## src/rtl/cp0_exc_ctrl_pkg.sv

```systemverilog
// Shared CP0 definitions for the exception controller: register addresses,
// FSM encoding, ExcCodes, Status/Cause field positions and the output bundle.
package cp0_exc_ctrl_pkg;

  localparam logic [4:0] CP0_ADDR_STATUS = 5'd12;
  localparam logic [4:0] CP0_ADDR_CAUSE  = 5'd13;
  localparam logic [4:0] CP0_ADDR_EPC    = 5'd14;

  typedef enum logic [2:0] {
    ST_IDLE     = 3'd0,
    ST_W_EPC    = 3'd1,
    ST_W_CAUSE  = 3'd2,
    ST_W_STATUS = 3'd3,
    ST_W_ERET   = 3'd4
  } state_e;

  localparam logic [4:0] EXC_INT  = 5'd0;
  localparam logic [4:0] EXC_ADEL = 5'd4;
  localparam logic [4:0] EXC_ADES = 5'd5;
  localparam logic [4:0] EXC_SYS  = 5'd8;
  localparam logic [4:0] EXC_BP   = 5'd9;
  localparam logic [4:0] EXC_RI   = 5'd10;
  localparam logic [4:0] EXC_OV   = 5'd12;

  localparam int STATUS_IE    = 0;
  localparam int STATUS_EXL   = 1;
  localparam int STATUS_IM_LO = 8;
  localparam int STATUS_IM_HI = 15;
  localparam int CAUSE_EXC_LO = 2;
  localparam int CAUSE_EXC_HI = 6;
  localparam int CAUSE_IP_LO  = 8;
  localparam int CAUSE_IP_HI  = 15;
  localparam int CAUSE_BD     = 31;

  // Everything captured at acceptance; the write sequence never looks at live inputs.
  typedef struct packed {
    logic [31:0] status;
    logic [31:0] cause;
    logic [31:0] saved_epc;
    logic [31:0] eret_pc;
    logic [4:0]  code;
    logic        bd;
  } snap_t;

  typedef struct packed {
    logic        we;
    logic [4:0]  waddr;
    logic [31:0] data;
    logic        flush;
    logic [31:0] new_pc;
    logic        stall;
  } cp0_out_t;

  function automatic logic [31:0] cause_with_exc(input logic [31:0] cause,
                                                 input logic        bd,
                                                 input logic [4:0]  code);
    logic [31:0] r;
    r = cause;
    r[CAUSE_BD] = bd;
    r[CAUSE_EXC_HI:CAUSE_EXC_LO] = code;
    return r;
  endfunction

endpackage

```

## src/rtl/cp0_exc_ctrl.sv

```systemverilog
// MEM-stage exception/ERET controller: accepts one event from IDLE, then drives
// the EPC/Cause/Status write sequence (or the single ERET Status write) with flush.
module cp0_exc_ctrl
  import cp0_exc_ctrl_pkg::*;
#(
  parameter logic [31:0] EXC_VECTOR = 32'h0000_0020
) (
  input  logic        clk,
  input  logic        rst,
  input  logic        exc_valid_i,
  input  logic [4:0]  exc_code_i,
  input  logic        eret_i,
  input  logic        inst_valid_i,
  input  logic [31:0] pc_i,
  input  logic        in_delay_i,
  input  logic [31:0] status_i,
  input  logic [31:0] cause_i,
  input  logic [31:0] epc_i,
  output logic        cp0_we_o,
  output logic [4:0]  cp0_waddr_o,
  output logic [31:0] cp0_data_o,
  output logic        flush_o,
  output logic [31:0] new_pc_o,
  output logic        stall_o
);

  state_e   r_state;
  state_e   w_state_nxt;
  snap_t    r_snap;
  snap_t    w_snap_nxt;
  cp0_out_t r_out;
  cp0_out_t w_out_nxt;

  logic w_int_pend;
  logic w_accept_trap;
  logic w_accept_eret;

  assign w_int_pend = inst_valid_i
                    & status_i[STATUS_IE]
                    & ~status_i[STATUS_EXL]
                    & (|(cause_i[CAUSE_IP_HI:CAUSE_IP_LO] & status_i[STATUS_IM_HI:STATUS_IM_LO]));

  // An exception outranks a simultaneous ERET, so ERET only wins when nothing else is pending.
  assign w_accept_trap = (r_state == ST_IDLE) & (w_int_pend | exc_valid_i);
  assign w_accept_eret = (r_state == ST_IDLE) & ~w_int_pend & ~exc_valid_i & eret_i;

  // NOTE: state, snapshot and output registers use non-blocking assignments so
  // every flop samples pre-edge values; the comb blocks below use blocking ones.
  // NOTE: the snapshot is reset too, so a reset mid-sequence leaves no stale
  // Status/Cause data that a later decode could leak onto cp0_data_o.
  always_ff @(posedge clk or negedge rst) begin
    if (!rst) begin
      r_state <= ST_IDLE;
      r_snap  <= '0;
      r_out   <= '0;
    end else begin
      r_state <= w_state_nxt;
      r_snap  <= w_snap_nxt;
      r_out   <= w_out_nxt;
    end
  end

  always_comb begin
    // NOTE: default first so every path assigns; no latch is inferred.
    w_state_nxt = r_state;
    w_snap_nxt  = r_snap;
    unique case (r_state)
      ST_IDLE: begin
        if (w_accept_trap) begin
          w_state_nxt          = ST_W_EPC;
          w_snap_nxt.status    = status_i;
          w_snap_nxt.cause     = cause_i;
          w_snap_nxt.code      = w_int_pend ? EXC_INT : exc_code_i;
          w_snap_nxt.bd        = in_delay_i;
          w_snap_nxt.saved_epc = in_delay_i ? (pc_i - 32'd4) : pc_i;
          w_snap_nxt.eret_pc   = epc_i;
        end else if (w_accept_eret) begin
          w_state_nxt          = ST_W_ERET;
          w_snap_nxt.status    = status_i;
          w_snap_nxt.cause     = cause_i;
          w_snap_nxt.code      = EXC_INT;
          w_snap_nxt.bd        = in_delay_i;
          w_snap_nxt.saved_epc = in_delay_i ? (pc_i - 32'd4) : pc_i;
          w_snap_nxt.eret_pc   = epc_i;
        end
      end
      ST_W_EPC:    w_state_nxt = ST_W_CAUSE;
      ST_W_CAUSE:  w_state_nxt = ST_W_STATUS;
      ST_W_STATUS: w_state_nxt = ST_IDLE;
      ST_W_ERET:   w_state_nxt = ST_IDLE;
      default:     w_state_nxt = ST_IDLE;
    endcase
  end

  // Outputs are decoded from the state and snapshot being entered, then registered,
  // so they appear the cycle after acceptance and never glitch.
  always_comb begin
    logic [31:0] status_set;
    logic [31:0] status_clr;
    w_out_nxt  = '0;
    status_set = w_snap_nxt.status;
    status_clr = w_snap_nxt.status;
    status_set[STATUS_EXL] = 1'b1;
    status_clr[STATUS_EXL] = 1'b0;
    unique case (w_state_nxt)
      ST_W_EPC: begin
        w_out_nxt.we     = 1'b1;
        w_out_nxt.waddr  = CP0_ADDR_EPC;
        w_out_nxt.data   = w_snap_nxt.saved_epc;
        w_out_nxt.flush  = 1'b1;
        w_out_nxt.new_pc = EXC_VECTOR;
        w_out_nxt.stall  = 1'b1;
      end
      ST_W_CAUSE: begin
        w_out_nxt.we    = 1'b1;
        w_out_nxt.waddr = CP0_ADDR_CAUSE;
        w_out_nxt.data  = cause_with_exc(w_snap_nxt.cause, w_snap_nxt.bd, w_snap_nxt.code);
        w_out_nxt.stall = 1'b1;
      end
      ST_W_STATUS: begin
        w_out_nxt.we    = 1'b1;
        w_out_nxt.waddr = CP0_ADDR_STATUS;
        w_out_nxt.data  = status_set;
        w_out_nxt.stall = 1'b1;
      end
      ST_W_ERET: begin
        w_out_nxt.we     = 1'b1;
        w_out_nxt.waddr  = CP0_ADDR_STATUS;
        w_out_nxt.data   = status_clr;
        w_out_nxt.flush  = 1'b1;
        w_out_nxt.new_pc = w_snap_nxt.eret_pc;
      end
      default: w_out_nxt = '0;
    endcase
  end

  assign cp0_we_o    = r_out.we;
  assign cp0_waddr_o = r_out.waddr;
  assign cp0_data_o  = r_out.data;
  assign flush_o     = r_out.flush;
  assign new_pc_o    = r_out.new_pc;
  assign stall_o     = r_out.stall;

endmodule
```

## config.mk

```make
export PLATFORM = sky130hd
export DESIGN_NAME = cp0_exc_ctrl
export DESIGN_NICKNAME = d
export VERILOG_FILES = /design/src/rtl/cp0_exc_ctrl_pkg.sv /design/src/rtl/cp0_exc_ctrl.sv
export SDC_FILE = /design/constraint.sdc
export NUM_CORES = 1
export LEC_CHECK = 0
export CORE_UTILIZATION = 35
export CTS_BUF_LIST = sky130_fd_sc_hd__clkbuf_16
export DETAILED_ROUTE_END_ITERATION = 7
export GPL_TIMING_DRIVEN = 0
export PLACE_DENSITY = 0.69
export SKIP_CTS_REPAIR_TIMING = 1
export SYNTH_ARGS = -nofsm -noshare
export SYNTH_HDL_FRONTEND = slang
export SYNTH_SLANG_ARGS = --single-unit
export TNS_END_PERCENT = 50
```

## constraint.sdc

```tcl
create_clock -name clk -period 2.2 [get_ports clk]
set_clock_uncertainty 0.15 [all_clocks]
set_input_delay 0.44 -clock clk [delete_from_list [all_inputs] [get_ports clk]]
set_output_delay 0.44 -clock clk [all_outputs]
set_load 0.005 [all_outputs]
```

==> results.md, run 1 <==
- Largest area contributor in the netlist: dfrtp_1
- Share of post-route cells with drive strength above 1: 21.95%
- Max-Cap Viols: 0
- Die X: 142.4 µm
- HPWL Detailed: 14100 µm
- Reg-to-reg setup timing slack: -0.08 ns
- Main synth FF type: dfrtp_1
- Hold_ws: 0.1345 ns
- Fin crit share: 103.5%
- Die ar.: 20270 µm²
- Seq/Total Area, Yosys: 59.86%
- Worst Tran Pin Value: 0.7281 ns
- RSZ-0062 raised after global routing: true
- Met3 usage: 3.230%
- Max frequency: 0.4393 GHz
- Reg2reg path depth: 6
- Vias in the first global route: 5326
- Crit path DAT: 2.44 ns
- Iter 0 DRT Violations: 221
- RD Place Congestion: 0.8173
- Min setup slack post-route: -0.07616 ns
- Setup TNS: -1.863 ns
- M2 GR Usage: 32.22%
- P_int: 9.631 mW
- # H-tree levels: 4
- Clk pin slew, worst setup/hold paths: 0.06 ns
- Reg2Reg Capture Point: new_pc_o[30]
- Final hold vios: 0
- VDD IR-drop max: 0.7606 mV
- Yosys warns: 0
- Leakage power: 4.933 nW
- Clock tree buffer depth: 2
- Skew-Pair Late Insertion Delay: 0.42 ns
- Seq pwr share: 34.3%
- Hold Path Sink: r_snap[78]
- Root buffer cell: clkbuf_16
- Drt pass-1 iters: 4
- Overflow after GRT: 0
- Fin nets: 970
- HP Class: in2reg
- Largest net degree at the start of global routing: 86
- Placed Cells: 1057
- Cell variety after synth: 53
- CP Launch Type: flip-flop
- Remaining antenna violation count: 0
- Post-Syn Area per Cell: 11.61 µm²
- Area of the mapped netlist: 6898 µm²
- Clock sink total: 165
- Status: complete, but fails checks
- Rel. slew slack: 51.35%
- Syn_nets: 734
- Clk pwr share: 21.7%
- Finished Layout Cells: 1104
- Sw Share: 31.94%
- Vias per inst: 4.789
- Total GRT Usage: 19.95%
- Place WS: -1.031 ns
- RR Startpoint: r_state[2]
- Critical path type: reg2reg
- Top cell type's share of synthesized area: 59.86%
- Cts bufs inserted: 17
- Period minus WS final: 2.276 ns
- Detailed-route via count: 5287
- Hold_sp: cause_i[8]
- Combinational power share: 44.0%
- Wire length per cell: 18.88 µm
- Crit path required time: 2.37 ns
- # DRC: 0
- CP Capture Type: flip-flop
- PwrDens: 1302 nW/µm²
- I/O Buffers: 202
- Initial core utilization: 36.27%
- Crit path max fanout: 8
- Final wirelength: 20840 µm
- EDFF count, synth: 0
- Synth top area cells: dfrtp_1 (60%), nand2_1 (6.2%), mux2_2 (5.1%), mux2i_1 (4.5%), and2_1 (2.9%)
- Violated checks: setup timing
- Core area: 19020 µm²
- First-pass GRT wire length: 29600 µm
- CTS tree: done
- Most Crowded Layer GR: met2
- Area delta synth->final: 57.52%
- Die H: 142.4 µm
- Max-slew violations: 0
- Initial antenna violation count: 1
- Hold Crit Depth: 3
- I/O pin total: 211
- Num rows: 50
- Register bit count reported by yosys: 165
- P_sw: 4.520 mW
- Setup-failing EPs final: 58
- Async SR Flop Fraction: 100.0%
- Syn Inst Count: 594
- Met1 global-route usage: 26.82%
sequential cells by signal, indices dropped and copies added (netlist names):
register,count
cp0_waddr_o,3
cp0_data_o,32
stall_o,1
r_state,3
new_pc_o,32
flush_o,1
r_snap,93
area by class of cell:
cell class / count / area (µm²)
Inverter: 37 / 151.4
Tap cell: 260 / 325.3
Sequential cell: 165 / 4130
Clock inverter: 15 / 173.9
Timing Repair inverter: 1 / 8.758
Clock buffer: 17 / 425.4
Fill cell: 1655 / 8153
Timing Repair Buffer: 217 / 2322
Buffer: 32 / 286.5
Multi-Input combinational cell: 359 / 3039
Antenna cell: 1 / 2.502
critical path: stages, from the launching register on:
cell and delay [ns]:
dfrtp_2 0.44, or4_4 0.54, o21a_4 0.27, clkinv_8 0.13, clkbuf_16 0.17, mux2_4 0.31
and2_4 0.16
cell usage after synthesis (6+ instances only):
master,count
nand2_1,114
xor2_1,12
xnor2_1,16
nand4_1,9
mux2i_1,31
buf_4,7
a22oi_1,7
dfrtp_1,165
nor2_1,13
and2_1,32
o221ai_1,22
o21ai_0,8
nor3_1,10
mux2_2,31
nor4_1,6
inv_1,36
clkbuf_1,18
cell families (layout without fill, tap and decap cells):
| logic type | count (synthesis) | after routing | synth area share [%] |
|---|---|---|---|
| AOI/OAI and AO/OA | 53 | 53 | 6.113 |
| xor gates and xnor gates | 28 | 28 | 3.555 |
| adders and majority gates | 1 | 1 | 0.1814 |
| buffers and inverters | 70 | 319 | 4.970 |
| DFF | 165 | 165 | 59.86 |
| muxes | 62 | 62 | 9.559 |
| other | 1 | 2 | 0.05436 |
| and+or+nand+nor | 214 | 214 | 15.71 |
through the flow:
step / util [%] / cell area, µm² / power, mW
final: 57.13 / 10870 / 14.15
after global routing: 57.13 / 10870 / 14.96
after CTS: 52.01 / 9892 / 12.51
after detailed placement: 48.86 / 9293 / 9.426
after global placement: 48.69 / 9260 / 9.311
after floorplan: - / 6913 / 7.317
routing by layer:
metal | routed length, µm | part of all wire (%)
met1 | 9149 | 44
met2 | 10200 | 49
met3 | 1124 | 5.4
met4 | 368 | 1.8
met5 | 0 | 0
cells in the final DEF (no fill, tap or decap), drive strengths merged, types with 2 or more instances in the layout:
master / n
a22o: 5
a22oi: 7
and2: 32
and3: 2
and3b: 2
buf: 26
bufinv: 4
clkbuf: 38
clkdlybuf4s50: 183
clkinv: 7
dfrtp: 165
dlymetal6s2s: 18
inv: 42
mux2: 31
mux2i: 31
nand2: 114
nand3: 6
nand4: 9
nor2: 14
nor3: 11
nor3b: 2
nor4: 8
nor4b: 2
o211ai: 4
o21ai: 9
o221ai: 23
or4: 5
xnor2: 16
xor2: 12
how the worst max path moves through the flow:
| stage | startpoint | end | slack [ns] | depth (start not counted) |
|---|---|---|---|---|
| 4_1_cts | status_i[10] | cp0_data_o[27] | -0.59 | 7 |
| 3_5_place_dp | cause_i[10] | cp0_data_o[27] | -1.03 | 7 |
| 2_1_floorplan | status_i[1] | new_pc_o[10] | -0.03 | 7 |
| 6_report | r_state[2] | new_pc_o[30] | -0.08 | 6 |
| 3_3_place_gp | rst | cp0_data_o[19] | -6.22 | 1 |
| 5_1_grt | r_state[2] | cp0_data_o[5] | -0.13 | 7 |
power by group through the flow:
stage / combinational [mW] / clock, mW / sequential [mW]
after floorplan: 2.59 / 0 / 4.73
after global placement: 4.55 / 0 / 4.76
after detailed placement: 4.65 / 0 / 4.78
after CTS: 4.66 / 3.12 / 4.73
after global routing: 6.72 / 3.26 / 4.98
final: 6.22 / 3.07 / 4.86
Power figures use the tool's default switching activity.
==> run 2, diff against run 1 <==
--- a/config.mk
+++ b/config.mk
@@ -11,6 +11,7 @@
 export GPL_TIMING_DRIVEN = 0
 export PLACE_DENSITY = 0.69
 export SKIP_CTS_REPAIR_TIMING = 1
+export SLEW_MARGIN = 20
 export SYNTH_ARGS = -nofsm -noshare
 export SYNTH_HDL_FRONTEND = slang
 export SYNTH_SLANG_ARGS = --single-unit
==> results of run 2 <==
The final DEF is identical to that of run 1; final timing and power are the same.
==> run 3, diff against run 2 <==
--- a/config.mk
+++ b/config.mk
@@ -11,6 +11,7 @@
 export GPL_TIMING_DRIVEN = 0
 export PLACE_DENSITY = 0.69
 export SKIP_CTS_REPAIR_TIMING = 1
+export SKIP_LAST_GASP = 1
 export SLEW_MARGIN = 20
 export SYNTH_ARGS = -nofsm -noshare
 export SYNTH_HDL_FRONTEND = slang
==> run 3 against run 2 <==
The run still ends with setup timing left. Utilization is 0.28 points lower. Sequential power hardly changed. Clock-buffer cell count unchanged. Register-to-register slack barely moved. Global-route usage is the same. Routed wire length decreased by 1.2%. Sequential cell count unchanged. Clock power hardly changed. Critical endpoint unchanged.
==> results.md, run 3 (synthesized netlist as in run 1, its figures left out) <==
- HPWL Detailed: 14100 µm (unchanged)
- Vias per inst: 4.808 (was 4.789)
- Slowest cell on crit path: or4_4 (unchanged)
- Placed Cells: 1057 (unchanged)
- Status: complete, but fails checks (unchanged)
- RR Startpoint: r_state[2] (unchanged)
- Die X: 142.4 µm (unchanged)
- Seq pwr share: 34.6% (was 34.3%)
- Leakage power: 4.899 nW (was 4.933 nW)
- Design Power: 14.03 mW (was 14.15 mW)
- Fin nets: 970 (unchanged)
- Buffer and inverter count on the worst path: 2 (unchanged)
- PwrDens: 1298 nW/µm² (was 1302 nW/µm²)
- Max stage delay on crit path: 0.54 ns (about the same)
- Die ar.: 20270 µm² (unchanged)
- # DRC: 0 (unchanged)
- Share of post-route cells with drive strength above 1: 21.00% (was 21.95%)
- First-pass GRT wire length: 29600 µm (unchanged)
- Max-Cap Viols: 0 (unchanged)
- Crit path required time: 2.36 ns (was 2.37 ns)
- Finished Layout Cells: 1104 (unchanged)
- Crit path DAT: 2.44 ns (about the same)
- Crit path max fanout: 8 (unchanged)
- Die H: 142.4 µm (unchanged)
- Root buffer cell: clkbuf_16 (unchanged)
- Largest net degree at the start of global routing: 86 (unchanged)
- Placement Cell Area: 9293 µm² (unchanged)
- Sw Share: 31.93% (was 31.94%)
- CP Launch Type: flip-flop (unchanged)
- Drt pass-1 iters: 4 (unchanged)
- Hold_sp: cause_i[11] (was cause_i[8])
- Skew-Pair Late Insertion Delay: 0.42 ns (about the same)
- Remaining antenna violation count: 0 (unchanged)
- Wire length per cell: 18.66 µm (was 18.88 µm)
- Rel. slew slack: 52.15% (was 51.35%)
- Critical path type: reg2reg (unchanged)
- Post-layout utilization of the core: 56.85% (was 57.13%)
- Worst path cell trace: or4_4 -> o21a_4 -> clkinv_8 -> clkbuf_16 -> mux2_4 -> and2_4 (unchanged)
- Top reg by flops: r_snap (unchanged)
- CTS tree: done (unchanged)
- Num rows: 50 (unchanged)
- Overflow after GRT: 0 (unchanged)
- Most frequent cells in the layout: clkdlybuf4s50_1 (183), dfrtp_1 (164), nand2_1 (111), inv_1 (41), mux2_4 (25) (was clkdlybuf4s50_1 (183), dfrtp_1 (164), nand2_1 (110), inv_1 (41), mux2_4 (30))
- P_sw: 4.480 mW (was 4.520 mW)
- Top delay family on crit path: simple AND/OR/NAND/NOR gates (unchanged)
- CP Launch Point: r_state[2] (unchanged)
- Combinational power share: 43.6% (was 44.0%)
- Max-slew violations: 0 (unchanged)
- Total GRT Usage: 19.95% (unchanged)
- Detailed-route via count: 5308 (was 5287)
- Final wirelength: 20600 µm (was 20840 µm)
- Max reg flops: 93 (unchanged)
- Core area: 19020 µm² (unchanged)
- Final hold vios: 0 (unchanged)
- Fin crit share: 103.3% (was 103.5%)
- Most common cell after layout, fill and taps aside: clkdlybuf4s50_1 (unchanged)
- Vias in the first global route: 5326 (unchanged)
- P_int: 9.551 mW (was 9.631 mW)
- Violated checks: setup timing (unchanged)
- Layout fillers: 1656 (was 1655)
- RD Place Congestion: 0.8173 (unchanged)
- CP Capture Type: flip-flop (unchanged)
- VDD IR-drop max: 0.7473 mV (was 0.7606 mV)
- Period minus WS final: 2.274 ns (was 2.276 ns)
- HP Class: in2reg (unchanged)
- Clock tree buffer depth: 2 (unchanged)
- Setup-failing EPs final: 57 (was 58)
- Clk pwr share: 21.8% (was 21.7%)
- Clk pin slew, worst setup/hold paths: 0.06 ns (about the same)
- Worst Tran Pin Value: 0.7162 ns (was 0.7281 ns)
- Area delta synth->final: 56.74% (was 57.52%)
- # H-tree levels: 4 (unchanged)
- I/O Buffers: 202 (unchanged)
- Min setup slack post-route: -0.07360 ns (was -0.07616 ns)
- RSZ-0062 raised after global routing: true (unchanged)
- Final instance area: 10810 µm² (was 10870 µm²)
- Clock sink total: 165 (unchanged)
- Initial core utilization: 36.27% (unchanged)
- I/O pin total: 211 (unchanged)
- Cts bufs inserted: 17 (unchanged)
- Initial antenna violation count: 1 (unchanged)
- Max frequency: 0.4398 GHz (was 0.4393 GHz)
- Hold_ws: 0.1373 ns (was 0.1345 ns)
- Iter 0 DRT Violations: 230 (was 221)
==> run 3: cell count changes in the layout (fill, tap and decap cells not counted) <==
cell,delta
and2_1,+7
and2_4,-7
buf_4,+4
buf_6,-4
mux2_2,+5
mux2_4,-5
nand2_1,+1
nand2_2,-1
==> run 3: per-stage QoR <==
| step | setup slack (ns) | setup TNS [ns] |
|---|---|---|
| floorplan | -0.03416 | -0.9414 |
| global placement | -6.218 | -1130.19 |
| detailed placement | -1.031 | -107.20 |
| CTS | -0.5931 | -36.39 |
| global route | -0.1340 | -6.953 |
| finish | -0.07360 | -1.977 |
==> run 3: final cells by class <==
type / instances / area [µm²] / share of cell area [%]
diodes: 1 / 2.502 / 0.02315
flip-flops and latches: 165 / 4130 / 38.20
inverters: 37 / 151.4 / 1.400
clock buffers: 17 / 425.4 / 3.935
well taps: 260 / 325.3 / 3.009
multi-input cells: 359 / 3000 / 27.75
clock inverters: 15 / 173.9 / 1.609
repair buffers: 217 / 2307 / 21.34
repair inverters: 1 / 8.758 / 0.08101
plain buffers: 32 / 286.5 / 2.650
==> run 3: path summary, 6_finish.rpt <==
check                                to  slack (ns)  depth (start not counted)
max in group asynchronous    r_snap[91]        0.62                          3
min reg2reg                  r_snap[93]        0.32                          2
max                        new_pc_o[30]       -0.07                          6
min                          r_snap[81]        0.14                          3
max reg2reg                new_pc_o[30]       -0.07                          6
min in group asynchronous    r_snap[12]        0.44                          2
==> run 3: worst min-delay path: cells and delay by family <==
family | cells | cell delay (ns)
buffers and inverters | 1 | 0.12
and+or+nand+nor | 2 | 0.11
==> run 3: power by group through the flow <==
stage               Combinational, mW  Clock [mW]  Sequential (mW)
detailed placement               4.65           0             4.78
finish                           6.12        3.06             4.86
global route                     6.60        3.26             4.98
floorplan                        2.59           0             4.73
CTS                              4.66        3.12             4.73
global placement                 4.55           0             4.76
==> run 3: layer usage <==
layer | vias to the layer above | track usage (%) | share of wire (%) | wire length [µm]
met1 | 2661 | 26.82 | 45 | 9347
met2 | 140 | 32.22 | 49 | 10050
met3 | 24 | 3.230 | 3.9 | 795
met4 | 0 | 7.810 | 2.0 | 405
met5 | - | 0 | 0 | 0
li1 | 2483 | - | - | -
